## config.mk

```make
export PLATFORM = sky130hd
export DESIGN_NAME = control_sequencer_flat
export DESIGN_NICKNAME = d
export VERILOG_FILES = /design/src/rtl/control_sequencer_pkg.sv /design/src/rtl/control_sequencer_if.sv /design/src/rtl/control_sequencer_retire_counter.sv /design/src/rtl/control_sequencer.sv /design/src/flat_wrapper.sv
export SDC_FILE = /design/constraint.sdc
export NUM_CORES = 1
export LEC_CHECK = 0
export BUFFER_PORTS_ARGS = -buffer_cell sky130_fd_sc_hd__buf_2
export CORE_MARGIN = 2
export CORE_UTILIZATION = 51
export DETAILED_ROUTE_END_ITERATION = 16
export PLACE_DENSITY = 0.79
export SYNTH_ARGS = -nofsm -noshare
export SYNTH_HDL_FRONTEND = slang
export SYNTH_SLANG_ARGS = --single-unit
```

## constraint.sdc

```tcl
create_clock -name clk -period 2.1 [get_ports clk]
set_input_delay 0.105 -clock clk [delete_from_list [all_inputs] [get_ports clk]]
set_output_delay 0.105 -clock clk [all_outputs]
set_load 0.03 [all_outputs]
```

## src/rtl/control_sequencer_pkg.sv

```systemverilog
// Shared state and opcode encodings for the control sequencer and its datapath neighbours.
// ST_PAUSE is only reachable when CTRL_SINGLE_STEP_EN is defined.
package control_sequencer_pkg;

  localparam logic [2:0] ST_IDLE      = 3'd0;
  localparam logic [2:0] ST_FETCH     = 3'd1;
  localparam logic [2:0] ST_DECODE    = 3'd2;
  localparam logic [2:0] ST_EXECUTE   = 3'd3;
  localparam logic [2:0] ST_WRITEBACK = 3'd4;
  localparam logic [2:0] ST_HALT      = 3'd5;
  localparam logic [2:0] ST_PAUSE     = 3'd6;

  localparam logic [2:0] OP_ADD  = 3'b000;
  localparam logic [2:0] OP_SUB  = 3'b001;
  localparam logic [2:0] OP_ADDI = 3'b010;
  localparam logic [2:0] OP_SUBI = 3'b011;
  localparam logic [2:0] OP_BEQ  = 3'b100;
  localparam logic [2:0] OP_HALT = 3'b111;

  function automatic logic is_imm_op(input logic [2:0] op);
    return (op == OP_ADDI) || (op == OP_SUBI);
  endfunction

  function automatic logic is_alu_op(input logic [2:0] op);
    return (op == OP_ADD) || (op == OP_SUB) || (op == OP_ADDI) || (op == OP_SUBI);
  endfunction

endpackage

```

## src/rtl/control_sequencer_if.sv

```systemverilog
// Control/status bundle between the sequencer (master) and the datapath (slave).
// CTRL_SINGLE_STEP_EN adds the step input.
interface control_sequencer_if #(
  parameter int unsigned OPC_W = 3,
  parameter int unsigned CNT_W = 16
);
  logic             start;
  logic             stall;
  logic [OPC_W-1:0] opcode;
  logic             regs_equal;
`ifdef CTRL_SINGLE_STEP_EN
  logic             step;
`endif
  logic             ir_load;
  logic             pc_inc;
  logic             pc_branch;
  logic             reg_we;
  logic             alu_imm_sel;
  logic             busy;
  logic             halted;
  logic [CNT_W-1:0] retired;
  logic [2:0]       state;

  modport master (
`ifdef CTRL_SINGLE_STEP_EN
    input  step,
`endif
    input  start, stall, opcode, regs_equal,
    output ir_load, pc_inc, pc_branch, reg_we, alu_imm_sel,
    output busy, halted, retired, state
  );

  modport slave (
`ifdef CTRL_SINGLE_STEP_EN
    output step,
`endif
    output start, stall, opcode, regs_equal,
    input  ir_load, pc_inc, pc_branch, reg_we, alu_imm_sel,
    input  busy, halted, retired, state
  );
endinterface

```

## src/rtl/control_sequencer_retire_counter.sv

```systemverilog
// Saturating retired-instruction counter with synchronous active-high reset.
module retire_counter #(
  parameter int unsigned CNT_W = 16
) (
  input  logic             clk,
  input  logic             reset,
  input  logic             i_inc,
  output logic [CNT_W-1:0] o_count
);

  logic [CNT_W-1:0] r_count;

  always_ff @(posedge clk) begin
    if (reset)
      r_count <= '0;
    else if (i_inc && (r_count != '1))
      r_count <= r_count + 1'b1;
  end

  assign o_count = r_count;

endmodule

```

## src/rtl/control_sequencer.sv

```systemverilog
// Multi-cycle FETCH/DECODE/EXECUTE/WRITEBACK control FSM for the 16-bit datapath.
// Optional single-step PAUSE state: define CTRL_SINGLE_STEP_EN.
module control_sequencer
  import control_sequencer_pkg::*;
#(
  parameter int unsigned OPC_W = 3,
  parameter int unsigned CNT_W = 16
) (
  input logic                 clk,
  input logic                 reset,
  control_sequencer_if.master bus
);

`ifdef CTRL_SINGLE_STEP_EN
  localparam logic [2:0] ST_RESUME = ST_PAUSE;
`else
  localparam logic [2:0] ST_RESUME = ST_FETCH;
`endif

  logic [2:0]       r_state;
  logic [2:0]       w_next;
  logic [OPC_W-1:0] w_op;
  logic             w_ir, w_inc, w_br, w_we, w_imm, w_ret, w_stallable;
  logic [CNT_W-1:0] w_retired;

  assign w_op        = bus.opcode;
  assign w_stallable = (r_state == ST_FETCH) || (r_state == ST_DECODE) ||
                       (r_state == ST_EXECUTE) || (r_state == ST_WRITEBACK);

  always_comb begin
    w_next = r_state;
    w_ir   = 1'b0;
    w_inc  = 1'b0;
    w_br   = 1'b0;
    w_we   = 1'b0;
    w_imm  = 1'b0;
    w_ret  = 1'b0;
    case (r_state)
      ST_IDLE:   if (bus.start) w_next = ST_FETCH;
      ST_FETCH: begin
        w_ir   = 1'b1;
        w_next = ST_DECODE;
      end
      ST_DECODE: begin
        w_imm  = is_imm_op(w_op);
        w_next = ST_EXECUTE;
      end
      ST_EXECUTE: begin
        w_imm = is_imm_op(w_op);
        w_ret = 1'b1;
        if (w_op == OP_HALT) begin
          w_next = ST_HALT;
        end else if (is_alu_op(w_op)) begin
          w_ret  = 1'b0;
          w_next = ST_WRITEBACK;
        end else if (w_op == OP_BEQ) begin
          w_br   = bus.regs_equal;
          w_inc  = !bus.regs_equal;
          w_next = ST_RESUME;
        end else begin
          w_inc  = 1'b1;
          w_next = ST_RESUME;
        end
      end
      ST_WRITEBACK: begin
        w_we   = 1'b1;
        w_inc  = 1'b1;
        w_imm  = is_imm_op(w_op);
        w_ret  = 1'b1;
        w_next = ST_RESUME;
      end
      ST_HALT: w_next = ST_HALT;
`ifdef CTRL_SINGLE_STEP_EN
      ST_PAUSE: if (bus.step) w_next = ST_FETCH;
`endif
      default: w_next = ST_IDLE;
    endcase

    // Stall freezes state and side-effect strobes but leaves alu_imm_sel alone.
    if (bus.stall && w_stallable) begin
      w_next = r_state;
      w_ir   = 1'b0;
      w_inc  = 1'b0;
      w_br   = 1'b0;
      w_we   = 1'b0;
      w_ret  = 1'b0;
    end
    if (reset) begin
      w_ir  = 1'b0;
      w_inc = 1'b0;
      w_br  = 1'b0;
      w_we  = 1'b0;
      w_ret = 1'b0;
    end
  end

  always_ff @(posedge clk) begin
    if (reset)
      r_state <= ST_IDLE;
    else
      r_state <= w_next;
  end

  retire_counter #(.CNT_W(CNT_W)) u_retire (
    .clk     (clk),
    .reset   (reset),
    .i_inc   (w_ret),
    .o_count (w_retired)
  );

  assign bus.ir_load     = w_ir;
  assign bus.pc_inc      = w_inc;
  assign bus.pc_branch   = w_br;
  assign bus.reg_we      = w_we;
  assign bus.alu_imm_sel = w_imm;
  assign bus.busy        = (r_state != ST_IDLE) && (r_state != ST_HALT);
  assign bus.halted      = (r_state == ST_HALT);
  assign bus.retired     = w_retired;
  assign bus.state       = r_state;

endmodule
```

## src/flat_wrapper.sv

```systemverilog
// flat-port wrapper written by rule: the top's interface ports become plain ports
module control_sequencer_flat import control_sequencer_pkg::*;
#(
  parameter int unsigned OPC_W = 3,
  parameter int unsigned CNT_W = 16
)
  (clk, reset, bus_start, bus_stall, bus_opcode, bus_regs_equal, bus_ir_load, bus_pc_inc, bus_pc_branch, bus_reg_we, bus_alu_imm_sel, bus_busy, bus_halted, bus_retired, bus_state);
  control_sequencer_if #(.OPC_W(OPC_W), .CNT_W(CNT_W)) bus_i ();
  input logic clk;
  input logic reset;
  input wire logic [$bits(bus_i.start)-1:0] bus_start;
  input wire logic [$bits(bus_i.stall)-1:0] bus_stall;
  input wire logic [$bits(bus_i.opcode)-1:0] bus_opcode;
  input wire logic [$bits(bus_i.regs_equal)-1:0] bus_regs_equal;
  output wire logic [$bits(bus_i.ir_load)-1:0] bus_ir_load;
  output wire logic [$bits(bus_i.pc_inc)-1:0] bus_pc_inc;
  output wire logic [$bits(bus_i.pc_branch)-1:0] bus_pc_branch;
  output wire logic [$bits(bus_i.reg_we)-1:0] bus_reg_we;
  output wire logic [$bits(bus_i.alu_imm_sel)-1:0] bus_alu_imm_sel;
  output wire logic [$bits(bus_i.busy)-1:0] bus_busy;
  output wire logic [$bits(bus_i.halted)-1:0] bus_halted;
  output wire logic [$bits(bus_i.retired)-1:0] bus_retired;
  output wire logic [$bits(bus_i.state)-1:0] bus_state;
  assign bus_i.start = bus_start;
  assign bus_i.stall = bus_stall;
  assign bus_i.opcode = bus_opcode;
  assign bus_i.regs_equal = bus_regs_equal;
  assign bus_ir_load = bus_i.ir_load;
  assign bus_pc_inc = bus_i.pc_inc;
  assign bus_pc_branch = bus_i.pc_branch;
  assign bus_reg_we = bus_i.reg_we;
  assign bus_alu_imm_sel = bus_i.alu_imm_sel;
  assign bus_busy = bus_i.busy;
  assign bus_halted = bus_i.halted;
  assign bus_retired = bus_i.retired;
  assign bus_state = bus_i.state;
  control_sequencer #(.OPC_W(OPC_W), .CNT_W(CNT_W)) u_core (.clk(clk), .reset(reset), .bus(bus_i));
endmodule
```

* Yosys cells after proc, flatten, opt, wreduce, memory -nomap -nowiden *
Cells that the tools add are included.

word-level totals
  flip-flop bits (word level) = 19

operators by class
  eq/ne operators = 13
  $add $sub $neg = 1
  muxes and demuxes = 28
  bitwise operators = 1
  reductions and logical operators = 16

operator list
  operator               number
  $mux 1                 22
  $pmux 3 s6             1
  $add 16x1->16 const B  1
  $ne 16x16->1 const B   1
  $eq 3x2->1 const B     4
  $eq 3x3->1 const B     4
  $mux 3                 3
  $logic_or 1x1->1       7
  $eq 3x1->1 const B     2
  $logic_not 3->1        2
  $pmux 1 s2             2
  $logic_and 1x1->1      3
  $ne 3x3->1 const B     1
  $reduce_bool 3->1      1
  $reduce_or 3->1        1
  $ne 2x2->1 const B     1
  $reduce_and 2->1       1
  $logic_not 1->1        1
  $not 1->1              1

* Logic depth before layout (Yosys ltp) *
Gate-level depths: netlist of the first run.

  depth after elaboration = 10
  gate-level depth with buffers = 6

* Cells and area by module *
Synthesis of the first run repeated with hierarchy kept, for this count alone.

second synthesis, totals
  cells, all modules = 139
  area total of the unflattened synthesis = 1203.7 um^2

by module, submodules not included
  module             instances  area each (um^2)  cells each
  retire_counter     1          848.3             99
  control_sequencer  1          355.3             40

* Least setup slack after synthesis of the first run *
OpenSTA, ideal clock, no wires.

  kind = register to register
  from = register u_core.u_retire.r_count[0] (netlist: u_core.u_retire.o_count[0])
  to = register u_core.u_retire.r_count[4] (netlist: u_core.u_retire.o_count[4])
  stages on the path, launching flop included = 6
  setup time = 0.078 ns
  buffers on the path = 0
  path slack = 0.190 ns
  arrival = 1.832 ns
  required time = 2.022 ns
  period minus slack after synthesis = 1.910 ns
  cell sequence = dfxtp_1 -> ha_1 -> nand3_1 -> or4_1 -> and4_1 -> nor3_1

between the ends
  cells in the longest elaborated chain, start to end = 2

ends and longest elaborated chain
  element                                                                RTL line                                source
  start, declared                                                        control_sequencer_retire_counter.sv:11  logic [CNT_W-1:0] r_count;
  start signal, assigned                                                 control_sequencer_retire_counter.sv:17  r_count <= r_count + 1'b1;
  parallel branches: the longest is 2 deep, another holds $add 16x1->16  n/a

Parallel ways; which one is timed is not known.
A chain may end at the register's enable or synchronous reset.

* Final worst setup path of the first run *
  from = register u_core.r_state[0] (netlist: u_core.bus.state[0])
  to = register u_core.u_retire.r_count[11] (netlist: u_core.u_retire.o_count[11])

between the ends
  cells in the longest elaborated chain, start to end = 8

ends and longest elaborated chain
  element                                   RTL line                                source
  start, declared                           control_sequencer.sv:20                 logic [2:0] r_state;
  start signal, assigned                    control_sequencer.sv:101                r_state <= w_next;
  $eq 3x1->1 or $eq 3x2->1 (tied branches)  control_sequencer.sv:27                 assign w_stallable = (r_state == ST_FETCH) || (r_state == ST_DECODE) ||
  $logic_or 1x1->1 (2 in a row)             control_sequencer.sv:27
  $logic_or 1x1->1                          control_sequencer.sv:28                 (r_state == ST_EXECUTE) || (r_state == ST_WRITEBACK);
  $logic_and 1x1->1                         control_sequencer.sv:80                 if (bus.stall && w_stallable) begin
  $mux 1 *                                  control_sequencer.sv:80
  $mux 1 *                                  control_sequencer.sv:88                 if (reset) begin
  $logic_and 1x1->1 *                       control_sequencer_retire_counter.sv:16  else if (i_inc && (r_count != '1))

Mark *: on every way between the ends. The rest lies on a longest branch, timed or not.

==> results of run 1 <==
-- layer usage --
| layer | GRT usage, % | wire length, um | share of wire [%] |
|---|---|---|---|
| met4 | 11.5 | 66 | 2.2 |
| met3 | 3.45 | 163 | 5.5 |
| met2 | 40.5 | 1450 | 49 |
| met1 | 30.3 | 1280 | 43 |
| met5 | 0 | 0 | 0 |
-- per-stage QoR --
step                utilization, %  setup WS (ps)  total power (uW)  hold WS, ps  std cells
detailed placement            62.0            252               477          459        205
global placement              62.0            313               473          471        205
global route                  63.2           6.38               688          159        209
finish                        63.2            240               656          141        209
CTS                           63.2            226               663          130        209
floorplan                        -            190               452          305        146
-- worst max-delay path, cell delays in order, from the launching register on --
cell and delay [ps]:
dfxtp_1 560, and4b_2 360, o2111ai_1 200, or4_1 540
a21oi_1 140
-- cell type report --
class	count	area [um^2]	area share, %
multi-input combinational	118	749	53.6
tap	28	35.0	2.51
clock buffer	4	26.3	1.88
sequential	19	380	27.2
inverter	3	11.3	0.806
timing repair buffer	37	195	14.0
-- flip-flops by register name, summed over array words and instances (netlist names) --
register	count
u_core.bus.state	3
u_core.u_retire.o_count	16
-- report_power, final --
| part | switching, uW | internal [uW] |
|---|---|---|
| Sequential | 10.7 | 365 |
| Combinational | 59.0 | 33.6 |
| Clock | 113 | 74.1 |
| Total | 183 | 473 |
-- cell families (layout without fill, tap and decap cells) --
kind of cell	Yosys count	in the layout	share of synthesized area [%]
adders and majority gates	1	1	1.06
xor gates and xnor gates	2	2	1.48
buffers and inverters	9	44	4.44
AOI/OAI and AO/OA	37	37	19.7
muxes	3	3	2.65
DFF	19	19	32.2
and+or+nand+nor	75	75	38.5
-- cell usage in the layout, fill, tap and decap left out, types with 4 or more instances in the layout --
| cell type | n |
|---|---|
| or3_1 | 4 |
| buf_4 | 4 |
| a21oi_1 | 16 |
| nor2_1 | 8 |
| nand3_1 | 9 |
| nand4_1 | 6 |
| nor3_1 | 6 |
| buf_2 | 33 |
| nand2_1 | 10 |
| or4_1 | 8 |
| o31ai_1 | 6 |
| dfxtp_1 | 19 |
| o21ai_0 | 4 |
-- path summary, 6_finish.rpt --
check                                                    to                        from  cells after the start  slack [ps]
worst min-delay path                    u_core.bus.state[2]               bus_opcode[2]                      4         140
worst max register to register  u_core.u_retire.o_count[11]         u_core.bus.state[0]                      4         240
worst min register to register   u_core.u_retire.o_count[3]  u_core.u_retire.o_count[3]                      1         530
worst max-delay path            u_core.u_retire.o_count[11]         u_core.bus.state[0]                      4         240
==> reports/metrics.yaml, run 1 <==
antennaDiodeCount: 0
fin_area_um2: 1400
drive_gt1_share_pct: 26.0
slew_headroom_pct: 71.7
netlist_area_um2: 1180
rsz0062_at_grt: "false"
nFillCells: 203
layout.nets: 191
tns_ps: 0
wire_per_inst_um: 14.2
clkTransAtPathRegs_ps: 110
worstSetupStartpointType: "flop"
clkSinkCount: 19
cts_hold_buf: 0
vias_per_cell: 6.03
drtIter0Drc: 30
worstSkewPairLatency_ps: 300
yosysWarnings: 0
synth_top_flop_cell: "dfxtp_1"
grt_max_degree: 23
status: "finished clean"
worstMarginPinSlew_ps: 413
vias: 1260
syn_inst: 146
hpwl_mm: 2.24
endpoint_kind: "flop"
place_congestion: 0.807
setup_viol: 0
crit_arrival_ps: 2100
htree_levels: 1
synth_seq_cells: 19
synth_edf_count: 0
drv_slew: 0
period_needed_ps: 1860
clock_skew_ps: 7.86
drc: 0
dieHeight_um: 52.2
hold_viol_final: 0
netlist.area_leader.share_pct: 32.2
grt_usage_pct: 24.2
root_buffer: "clkbuf_4"
grt_pass1_wl_mm: 4.98
wl_mm: 2.96
crit_type: "flop to flop"
post_cts_resized: 0
syn-num-nets: 155
crit_path_max_fanout: 11
ir_drop_mv: 0.410
maxCapViolations: 0
dr.pass1.iters: 4
p_leak_uw: 0.000539
cts_tree: "yes"
ant_nets: 0
overflow: 0
portBuffers: 33
max_freq_mhz: 538
placed_area_um2: 1370
row_count: 17
io-pin-count: 34
avgSynthCellArea_um2: 8.10
die_area_um2: 2720
numCtsBuffers: 3
async_flop_share_pct: 0
cellPowerDensity_nw_per_um2: 469
ys_types: 42
yosysMostFrequentCell: "dfxtp_1"
area_delta_synth_final_pct: 18.2
cp.required_ps: 2340
fin_crit_sh_pct: 88.6
cts.repair_timing.setup_buffer_count: 0
yosys.area.top_type: "dfxtp_1"
grt_pass1_vias: 1115
min_path_type: "input port to flop"
yosysSeqAreaShare_pct: 32.2
synth_common_cells: "dfxtp_1 (19), a21oi_1 (16), nand2_1 (10), nand3_1 (9)"
core_um2: 2210
cts_buffer_depth: 2
die_w_um: 52.2
synth_area_leaders: "dfxtp_1 (32%), a21oi_1 (6.8%), or4_1 (5.1%), nand3_1 (3.8%), o31ai_1 (3.8%)"
antenna_found_initial: 0
start_util_pct: 53.5
(Power assumes the default switching activity.)
==> run 2: changes to the inputs <==
--- a/config.mk
+++ b/config.mk
@@ -7,9 +7,10 @@
 export LEC_CHECK = 0
 export BUFFER_PORTS_ARGS = -buffer_cell sky130_fd_sc_hd__buf_2
 export CORE_MARGIN = 2
-export CORE_UTILIZATION = 51
+export CORE_UTILIZATION = 30
 export DETAILED_ROUTE_END_ITERATION = 16
-export PLACE_DENSITY = 0.79
+export PLACE_DENSITY_LB_ADDON = 0.1
+export RECOVER_POWER = 25
 export SYNTH_ARGS = -nofsm -noshare
 export SYNTH_HDL_FRONTEND = slang
 export SYNTH_SLANG_ARGS = --single-unit
==> reports/metrics.yaml, run 2 (same netlist as run 1, synthesis figures left out) <==
wl_mm: 3.32
cp.required_ps: 2280
vias_per_cell: 5.59
crit_path_max_fanout: 6
grt_usage_pct: 15.9
placed_area_um2: 1390
antennaDiodeCount: 0
drc: 0
crit_type: "flop to flop"
path_cells: "ha_1 -> nand3_1 -> or4_1 -> and4_1 -> nor3_1"
post_cts_resized: 0
p_leak_uw: 0.000494
ant_nets: 0
layout.nets: 190
drtIter0Drc: 34
combPwrFrac_pct: 12.8
ir_drop_mv: 0.266
status: "finished clean"
fin_area_um2: 1420
grt_pass1_vias: 1143
worstMarginPinSlew_ps: 485
crit_arrival_ps: 2080
die_area_um2: 4460
antenna_found_initial: 0
max_freq_mhz: 526
internal_power_uw: 533
rsz0062_at_grt: "false"
fin_crit_sh_pct: 90.5
tns_ps: 0
row_count: 22
cellPowerDensity_nw_per_um2: 511
clock_skew_ps: 4.47
route.met3.wl_um: 135
hpwl_mm: 2.46
grt_max_degree: 23
period_needed_ps: 1900
cts_tree: "yes"
clkSinkCount: 19
min_path_type: "input port to flop"
place_congestion: 0.830
p_sw_share_pct: 26.4
power_frac_seq_pct: 51.8
root_buffer: "clkbuf_8"
wire_per_inst_um: 14.5
reg2reg_depth: 5
setup_viol: 0
overflow: 0
start_util_pct: 31.8
area_delta_synth_final_pct: 20.1
crit_path_max_incr_delay_ps: 650
cts_hold_buf: 0
clkTransAtPathRegs_ps: 70
dr.pass1.iters: 4
layout_commonest_cell: "buf_2"
grt_pass1_wl_mm: 5.35
layout_common_cells: "buf_2 (22), dfxtp_1 (19), a21oi_1 (16), clkbuf_1 (12), nand2_1 (10)"
top_layer: "met4"
hold_viol_final: 0
maxCapViolations: 0
drive_gt1_share_pct: 19.4
hold_depth: 4
io-pin-count: 34
cts.repair_timing.setup_buffer_count: 0
largest_reg_flops: 16
numCtsBuffers: 3
portBuffers: 33
nFillCells: 419
drv_slew: 0
slew_headroom_pct: 67.6
switchingPower_uw: 192
worstSetupStartpointType: "flop"
cts_buffer_depth: 2
worstSkewPairLatency_ps: 260
core_um2: 3720
htree_levels: 1
vias: 1274
power.share.clock_pct: 35.4
met2WireLength_mm: 1.55
dieHeight_um: 66.8
die_w_um: 66.8
endpoint_kind: "flop"
m1WireLength_mm: 1.59
worst_path_max_delay_cell: "or4_1"
-- run 2: cell count changes in the layout (fill, tap and decap cells not counted) --
cell,previous run,this run
buf_2,33,22
clkbuf_8,0,3
clkbuf_4,3,0
clkbuf_1,1,12
buf_4,4,3
-- run 2: metal layers --
layer | GRT usage [%] | vias up
met4 | 6.12 | 0
met5 | 0 | -
met2 | 25.1 | 33
met3 | 3.72 | 4
li1 | - | 631
met1 | 21.0 | 606
-- run 2: final timing paths --
check | startpoint | end | slack, ps
max | u_core.u_retire.o_count[0] | u_core.u_retire.o_count[4] | 200
min | bus_opcode[2] | u_core.bus.state[2] | 220
max reg2reg | u_core.u_retire.o_count[0] | u_core.u_retire.o_count[4] | 200
min reg2reg | u_core.u_retire.o_count[0] | u_core.u_retire.o_count[0] | 530
-- run 2: power groups by stage --
stage	Sequential [uW]	Clock, uW	Combinational, uW
after floorplan	388	0	63.9
after global placement	383	0	92.2
after detailed placement	384	0	92.8
after CTS	376	276	93.2
after global routing	378	282	102
final	376	257	92.5
-- run 2: cell type report --
type	instances	area, um^2	area share (%)
multi-input cells	118	749	52.8
flip-flops and latches	19	380	26.8
repair buffers	36	174	12.2
well taps	48	60.1	4.23
clock buffers	4	45.0	3.17
inverters	3	11.3	0.793
-- run 2: critical path, delay by kind of cell (launching register included) --
kind,cells,cell delay (ps)
DFF,1,390
and+or+nand+nor,4,1190
adders and majority gates,1,250
-- run 2: through the flow --
step	util, %	cells	setup WS, ps	hold slack, ps	total power [uW]
finish	38.2	228	199	217	725
floorplan	-	146	190	305	452
CTS	38.6	228	179	204	745
global route	38.2	228	27.5	219	762
global placement	37.4	224	277	491	476
detailed placement	37.4	224	198	485	477
==> run 3: changes to the inputs <==
--- a/config.mk
+++ b/config.mk
@@ -7,7 +7,7 @@
 export LEC_CHECK = 0
 export BUFFER_PORTS_ARGS = -buffer_cell sky130_fd_sc_hd__buf_2
 export CORE_MARGIN = 2
-export CORE_UTILIZATION = 30
+export CORE_UTILIZATION = 51
 export DETAILED_ROUTE_END_ITERATION = 16
 export PLACE_DENSITY_LB_ADDON = 0.1
 export RECOVER_POWER = 25
==> reports/metrics.yaml, run 3 (same netlist as run 1, synthesis figures left out) <==
vias_per_cell: 6.03
clock_skew_ps: 5.20
die_w_um: 52.2
status: "finished clean"
r2r_slack_ps: 170
period_needed_ps: 1930
wire_per_inst_um: 13.9
drtIter0Drc: 24
worst_path_max_delay_cell: "dfxtp_1"
numCtsBuffers: 3
cts_buffer_depth: 2
grt_max_degree: 23
place_congestion: 0.862
fin_crit_sh_pct: 91.9
drive_gt1_share_pct: 19.0
die_area_um2: 2720
clkSinkCount: 19
layout_commonest_cell: "buf_2"
antennaDiodeCount: 0
endpoint_kind: "flop"
layout.nets: 189
path_cells: "and4b_2 -> o21ai_2 -> or4_1 -> a21oi_1"
dieHeight_um: 52.2
post_cts_resized: 0
power.total_uw: 657
ir_drop_mv: 0.377
wl_mm: 2.88
critPathTopFamily: "simple AND/OR/NAND/NOR gates"
start_util_pct: 53.5
root_buffer: "clkbuf_4"
rsz0062_at_grt: "false"
layout_common_cells: "buf_2 (22), dfxtp_1 (19), a21oi_1 (16), clkbuf_1 (12), nand2_1 (10)"
nFillCells: 224
grt_pass1_vias: 1053
htree_levels: 1
overflow: 0
crit_arrival_ps: 2150
io-pin-count: 34
drv_slew: 0
grt_pass1_wl_mm: 4.62
max_freq_mhz: 518
area_delta_synth_final_pct: 15.8
p_leak_uw: 0.000481
setup_viol: 0
hold_viol_final: 0
cts_tree: "yes"
maxCapViolations: 0
cts_hold_buf: 0
cellPowerDensity_nw_per_um2: 480
worstSetupStartpointType: "flop"
hpwl_mm: 2.13
crit_type: "flop to flop"
worstSkewPairLatency_ps: 300
crit_path_max_incr_delay_ps: 570
portBuffers: 33
core_um2: 2210
cts.repair_timing.setup_buffer_count: 0
worstMarginPinSlew_ps: 480
drc: 0
antenna_found_initial: 0
dr.pass1.iters: 5
crit_path_max_fanout: 13
cp.required_ps: 2320
vias: 1248
clkTransAtPathRegs_ps: 110
path_buf_inv: 0
ant_nets: 0
tns_ps: 0
largest_reg_flops: 16
row_count: 17
slew_headroom_pct: 68.0
min_path_type: "input port to flop"
grt_usage_pct: 22.3
-- run 3: cell count changes in the layout (fill, tap and decap cells not counted), sizes merged --
cell,change
buf,-1
-- run 3: metrics by stage --
stage | worst slack [ps] | hold slack (ps) | cell area, um^2 | instances | utilization [%]
finish | 171 | 147 | 1370 | 207 | 61.9
global route | 27.1 | 164 | 1370 | 207 | 61.9
CTS | 183 | 139 | 1380 | 207 | 62.5
detailed placement | 201 | 464 | 1360 | 203 | 61.3
global placement | 303 | 460 | 1360 | 203 | 61.3
floorplan | 190 | 305 | 1180 | 146 | -
-- run 3: final cells by class --
type / instances / area (um^2) / area share (%)
clock buffer: 4 / 26.3 / 1.92
inverter: 3 / 11.3 / 0.823
multi-input combinational: 118 / 749 / 54.8
sequential: 19 / 380 / 27.8
tap: 28 / 35.0 / 2.56
timing repair buffer: 35 / 166 / 12.2
-- run 3: report_power, final --
group	leakage [uW]	switching, uW	internal (uW)
Clock	0.0000150	116	74.0
Sequential	0.000153	11.6	365
Combinational	0.000313	58.1	33.1
-- run 3: routing by layer --
metal / wire length (um) / vias to the layer above / global-route usage, % / share of wire (%)
li1: - / 633 / - / -
met1: 1280 / 576 / 31.1 / 44
met2: 1430 / 35 / 35.4 / 50
met3: 135 / 4 / 3.45 / 4.7
met4: 27 / 0 / 6.84 / 0.94
met5: 0 / - / 0 / 0
-- run 3: worst paths after layout --
| check | start | end | depth (start not counted) |
|---|---|---|---|
| setup reg to reg | u_core.bus.state[0] | u_core.u_retire.o_count[12] | 4 |
| setup / recovery | u_core.bus.state[0] | u_core.u_retire.o_count[12] | 4 |
| hold reg to reg | u_core.u_retire.o_count[1] | u_core.u_retire.o_count[1] | 2 |
| hold / removal | bus_opcode[2] | u_core.bus.state[2] | 4 |
-- run 3: worst min-delay path: cells and delay by family --
kind | cells | cell delay, ps
buf+inv | 1 | 110
simple gates | 2 | 130
compound gates | 1 | 60
